==> src/rtl/ttl_scan_pkg.sv <==
// Shared types and helpers for the TTL74x165 scan controller.
// Holds the FSM state encoding, the default phase length and the counter-width helper.
package ttl_scan_pkg;

    typedef enum logic [2:0] {
        ST_IDLE     = 3'd0,
        ST_LOAD     = 3'd1,
        ST_SETTLE   = 3'd2,
        ST_SHIFT_LO = 3'd3,
        ST_SHIFT_HI = 3'd4,
        ST_DONE     = 3'd5
    } scan_state_e;

    localparam int DEFAULT_DIV   = 4;
    localparam int DEFAULT_WIDTH = 8;

    // Bits needed to hold 0..max_val, never less than one.
    function automatic int cnt_width(input int max_val);
        int w;
        w = $clog2(max_val + 1);
        return (w < 1) ? 1 : w;
    endfunction

endpackage

==> src/rtl/ttl_phase_timer.sv <==
// DIV-cycle down-counter shared by every timed phase of the scan FSM.
// A load pulse starts a phase; o_done marks its last cycle.
module ttl_phase_timer
    import ttl_scan_pkg::*;
#(
    parameter int DIV = DEFAULT_DIV
) (
    input  logic i_clk,
    input  logic i_rst_n,
    input  logic i_load,
    output logic o_done
);

    localparam int              PH_W   = cnt_width(DIV);
    localparam logic [PH_W-1:0] RELOAD = PH_W'(DIV - 1);
    localparam logic [PH_W-1:0] ZERO   = {PH_W{1'b0}};
    localparam logic [PH_W-1:0] ONE    = PH_W'(1);

    logic [PH_W-1:0] r_cnt;

    // Reload on phase entry, then count down and rest at zero.
    always_ff @(posedge i_clk or negedge i_rst_n) begin
        if (!i_rst_n) begin
            r_cnt <= ZERO;
        end else if (i_load) begin
            r_cnt <= RELOAD;
        end else if (r_cnt != ZERO) begin
            r_cnt <= r_cnt - ONE;
        end else begin
            r_cnt <= r_cnt;
        end
    end

    assign o_done = (r_cnt == ZERO);

endmodule

==> src/rtl/ttl165_scan_ctrl.sv <==
// Scan controller for a TTL74x165 chain: load, shift WIDTH bits MSB first, present word.
// Optional TTL165_CHANGE_DETECT_EN suppresses VALID when the word did not change.
module ttl165_scan_ctrl
    import ttl_scan_pkg::*;
#(
    parameter int WIDTH = DEFAULT_WIDTH,
    parameter int DIV   = DEFAULT_DIV
) (
    input  logic             CLK,
    input  logic             RST_n,
    input  logic             START,
    input  logic             CONT,
    input  logic             SER_IN,
    output logic             PL_n,
    output logic             SCLK,
    output logic             CLK_INH,
    output logic [WIDTH-1:0] DATA,
    output logic             VALID,
    output logic             BUSY
);

    localparam int               BIT_W    = cnt_width(WIDTH);
    localparam logic [BIT_W-1:0] BIT_LAST = BIT_W'(WIDTH - 1);
    localparam logic [BIT_W-1:0] BIT_ONE  = BIT_W'(1);

    scan_state_e       r_state;
    logic [BIT_W-1:0]  r_bit;
    logic [WIDTH-1:0]  r_shift;
    logic [WIDTH-1:0]  r_data;
    logic              r_pl_n;
    logic              r_sclk;
    logic              r_clk_inh;
    logic              r_valid;
    logic              r_busy;

    logic              w_tmr_load;
    logic              w_tmr_done;
    logic              w_last_bit;
    logic              w_frame_end;
    logic              w_valid_en;
    logic [WIDTH-1:0]  w_shift_next;

    ttl_phase_timer #(
        .DIV (DIV)
    ) u_timer (
        .i_clk   (CLK),
        .i_rst_n (RST_n),
        .i_load  (w_tmr_load),
        .o_done  (w_tmr_done)
    );

    assign w_last_bit   = (r_bit == BIT_LAST);
    assign w_frame_end  = (r_state == ST_SHIFT_HI) & w_tmr_done & w_last_bit;
    assign w_shift_next = (r_shift << 1) | WIDTH'(SER_IN);

    // Restart the phase timer on every transition into a timed state.
    always_comb begin
        w_tmr_load = 1'b0;
        case (r_state)
            ST_IDLE:                        w_tmr_load = START | CONT;
            ST_LOAD, ST_SETTLE, ST_SHIFT_LO: w_tmr_load = w_tmr_done;
            ST_SHIFT_HI:                    w_tmr_load = w_tmr_done & ~w_last_bit;
            ST_DONE:                        w_tmr_load = CONT;
            default:                        w_tmr_load = 1'b0;
        endcase
    end

`ifdef TTL165_CHANGE_DETECT_EN
    logic r_first;

    // First completed frame after reset always reports, even if the word is zero.
    always_ff @(posedge CLK or negedge RST_n) begin
        if (!RST_n) begin
            r_first <= 1'b1;
        end else if (w_frame_end) begin
            r_first <= 1'b0;
        end else begin
            r_first <= r_first;
        end
    end

    assign w_valid_en = r_first | (r_shift != r_data);
`else
    assign w_valid_en = 1'b1;
`endif

    // Scan FSM; outputs are set on the transition so each reflects the state it enters.
    always_ff @(posedge CLK or negedge RST_n) begin
        if (!RST_n) begin
            r_state   <= ST_IDLE;
            r_bit     <= {BIT_W{1'b0}};
            r_shift   <= {WIDTH{1'b0}};
            r_data    <= {WIDTH{1'b0}};
            r_pl_n    <= 1'b1;
            r_sclk    <= 1'b0;
            r_clk_inh <= 1'b1;
            r_valid   <= 1'b0;
            r_busy    <= 1'b0;
        end else begin
            r_valid <= 1'b0;
            case (r_state)
                ST_IDLE: begin
                    if (START | CONT) begin
                        r_state <= ST_LOAD;
                        r_pl_n  <= 1'b0;
                        r_busy  <= 1'b1;
                    end
                end
                ST_LOAD: begin
                    if (w_tmr_done) begin
                        r_state   <= ST_SETTLE;
                        r_pl_n    <= 1'b1;
                        r_clk_inh <= 1'b0;
                    end
                end
                ST_SETTLE: begin
                    if (w_tmr_done) begin
                        r_state <= ST_SHIFT_LO;
                        r_bit   <= {BIT_W{1'b0}};
                    end
                end
                ST_SHIFT_LO: begin
                    if (w_tmr_done) begin
                        r_shift <= w_shift_next;
                        r_state <= ST_SHIFT_HI;
                        r_sclk  <= 1'b1;
                    end
                end
                ST_SHIFT_HI: begin
                    if (w_tmr_done) begin
                        r_sclk <= 1'b0;
                        if (w_last_bit) begin
                            r_state   <= ST_DONE;
                            r_clk_inh <= 1'b1;
                            r_data    <= r_shift;
                            r_valid   <= w_valid_en;
                        end else begin
                            r_bit   <= r_bit + BIT_ONE;
                            r_state <= ST_SHIFT_LO;
                        end
                    end
                end
                ST_DONE: begin
                    if (CONT) begin
                        r_state <= ST_LOAD;
                        r_pl_n  <= 1'b0;
                    end else begin
                        r_state <= ST_IDLE;
                        r_busy  <= 1'b0;
                    end
                end
                default: begin
                    r_state   <= ST_IDLE;
                    r_pl_n    <= 1'b1;
                    r_sclk    <= 1'b0;
                    r_clk_inh <= 1'b1;
                    r_busy    <= 1'b0;
                end
            endcase
        end
    end

    assign PL_n    = r_pl_n;
    assign SCLK    = r_sclk;
    assign CLK_INH = r_clk_inh;
    assign DATA    = r_data;
    assign VALID   = r_valid;
    assign BUSY    = r_busy;

endmodule
==> config.mk <==
export PLATFORM = sky130hd
export DESIGN_NAME = ttl165_scan_ctrl
export DESIGN_NICKNAME = d
export VERILOG_FILES = /design/src/rtl/ttl_scan_pkg.sv /design/src/rtl/ttl_phase_timer.sv /design/src/rtl/ttl165_scan_ctrl.sv
export SDC_FILE = /design/constraint.sdc
export NUM_CORES = 1
export LEC_CHECK = 0
export ABC_AREA = 1
export BUFFER_PORTS_ARGS = -buffer_cell sky130_fd_sc_hd__buf_2
export CORE_ASPECT_RATIO = 0.75
export CORE_UTILIZATION = 30
export DETAILED_ROUTE_END_ITERATION = 7
export PLACE_DENSITY_LB_ADDON = 0.15
export SYNTH_ARGS = -nofsm -noshare
export SYNTH_HDL_FRONTEND = slang
export SYNTH_SLANG_ARGS = --single-unit
==> constraint.sdc <==
create_clock -name CLK -period 3.2 [get_ports CLK]
set_input_delay 0.64 -clock CLK [delete_from_list [all_inputs] [get_ports CLK]]
set_output_delay 0.64 -clock CLK [all_outputs]
set_load 0.02 [all_outputs]
==> impl_metrics.toml <==
[final_layout]
layout_common_cells = "60 x nand2_1, 29 x dfrtp_1, 17 x buf_2"
multiInputGateArea_sq_um = 701
drive_above_1_share_pct = 24.4
area_growth_syn_to_layout_pct = 14.3
antennaDiodeCount = 0
final_common_cell = "nand2_1"
fillers = 565
seq_area_sq_um = 778
layout.nets = 217

[setup_path]
r2r-start = "u_timer.r_cnt[1]"
cp.required_ps = 2560
reg2reg_depth = 7
cp-start-kind = "flop"
critPathCaptureType = "primary output"
path_class = "flop to primary output"
path_depth = 1
critPathSlowestCell = "dfstp_2"
critPathBufInv = 1
crit_path_cell_trace = "buf_2"
worstPathMaxFanout = 2
cp_slowest_stage_delay_ps = 530
crit_arrival_ps = 970
critical-path-top-delay-family = "flip-flops"
cp-startpoint = "CLK_INH"

[status]
status = "finished, final reports clean"

[die]
num_rows = 22
io_pins = 18
core_sq_mm = 0.00501
dieWidth_microns = 86.3
initial_utilization_pct = 31.9
dieArea_sq_mm = 0.00563
die_y_microns = 65.2

[clock_network]
cts-resized-gates = 0
clock-root-buffer = "clkbuf_8"
hold_buffers = 0
clk-insertion-delay-late_ps = 280
cts_buffer_depth = 2
cts_tree = "done"
post_cts_buffers = 0
cts_made_buffers = 5
clock-sinks = 31
clkTransAtPathRegs_ps = 70
htree_levels = 2

[sta]
fin_skew_ps = 7.69
tightest_slew_ps = 704
finalMaxSlewViolations = 0
setup_viol = 0
period_minus_slack_ps = 1610
rsz0062_at_grt = "false"
max_slew_margin_pct = 53.1
fmax_mhz = 620
hold_violations = 0
finalSetupTns_ps = 0
period_share_pct = 50.4
worst_slack_ps = 1590

[routing]
vias_per_cell = 4.26
wl_per_cell_microns = 10.8
vias = 1196
drt_wl_total_microns = 3020
first_pass_iters = 4
drtIter0Drc = 39
route.detailed.drc = 0
ant_nets = 0

[synth]
yosys_warnings = 0
syn-num-nets = 196
syn_avg_cell_area_sq_um = 8.51
syn_area_sq_mm = 0.00160
ys_seq_elements = 31
synthDistinctLibCells = 29
postSynthCellCount = 188
ys_top_cells_by_area = "dfrtp_1 45%, nand2_1 14%, o21ai_2 3.8%, inv_1 3.8%, dfstp_2 3.3%"
synth_top_area_share_pct = 45.4
seq_area_frac_synth_pct = 48.7
yosys.area.top_type = "dfrtp_1"

[global_routing]
antenna_found_initial = 0
grt_start_max_net_pins = 32
grt_overflow = 0
first_global_vias = 1167
grt_pass1_wl_microns = 5380
grtUsageTotal_pct = 12.5

[placement]
place_ws_ps = 1640
place_congestion = 0.775
portBuffers = 17
place_hpwl_microns = 2140

[worst_hold_path]
min_path_type = "input port to asynchronous set/reset pin"

[pwr]
peakVddDrop_uv = 241
p_leak_nw = 0.950
p_per_area_mw_per_mm2 = 768

[job]
maxCapViolations = 0
## state kept, by name (all words and copies together) (netlist names)
name / cells
u_timer.r_cnt: 3
r_bit: 4
r_shift: 8
VALID: 1
SCLK: 1
CLK_INH: 1
DATA: 8
BUSY: 1
r_state: 3
PL_n: 1
## per-stage QoR
step	instance area (sq um)	cells	hold slack [ps]	total power, mW	utilization (%)
final	1830	281	397	1.40	36.5
after detailed placement	1740	274	450	1.10	34.7
after floorplan	1600	188	344	0.979	-
after global placement	1740	274	453	1.10	34.7
after global routing	1830	281	481	1.52	36.5
after CTS	1830	281	437	1.42	36.5
## cell usage after synthesis (all sizes together)
| library cell | n |
|---|---|
| a21boi | 1 |
| a21oi | 3 |
| buf | 3 |
| clkinv | 1 |
| dfrtp | 29 |
| dfstp | 2 |
| ha | 3 |
| inv | 20 |
| nand2 | 68 |
| nand3 | 9 |
| nand3b | 2 |
| nand4 | 2 |
| nor2 | 18 |
| nor3 | 1 |
| o21ai | 21 |
| o21bai | 1 |
| or2 | 1 |
| xor2 | 3 |
## worst paths after layout
check | endpoint | slack, ps
worst max-delay path | CLK_INH | 1590
worst min register to register | PL_n | 460
worst max register to register | r_shift[0] | 1640
worst min-delay path | BUSY | 400
min in group CLK | PL_n | 460
max in group asynchronous | DATA[2] | 2340
## power by group
group / total [mW] / switching [mW] / leakage [nW] / internal (mW)
combinational: 0.534 / 0.351 / 0.496 / 0.183
clock: 0.318 / 0.149 / 0.0470 / 0.169
sequential: 0.553 / 0.0676 / 0.407 / 0.485
total: 1.40 / 0.567 / 0.950 / 0.838
## cell families after synthesis
family,count (synthesis),synth area share [%]
AO/OA/AOI/OAI,26,10.1
AND/OR/NAND/NOR,101,29.7
buffers and inverters,24,7.51
adder cells (fa/ha/maj),3,2.35
flip-flops,31,48.7
XOR/XNOR,3,1.64
## cell type report
| class | count | share of cell area [%] |
|---|---|---|
| Sequential cell | 31 | 42.6 |
| Multi-Input combinational cell | 133 | 38.3 |
| Tap cell | 72 | 4.93 |
| Inverter | 21 | 4.72 |
| Timing Repair Buffer | 17 | 4.65 |
| Clock buffer | 6 | 4.52 |
| Clock inverter | 1 | 0.274 |
## per-layer routing
metal,track usage (%),wire length (microns),vias to the layer above
met5,0,0,-
met4,5.63,51,0
met3,3.89,143,5
met2,17.2,1170,22
met1,17.8,1660,533
li1,-,-,636
Power figures use the tool's default switching activity.
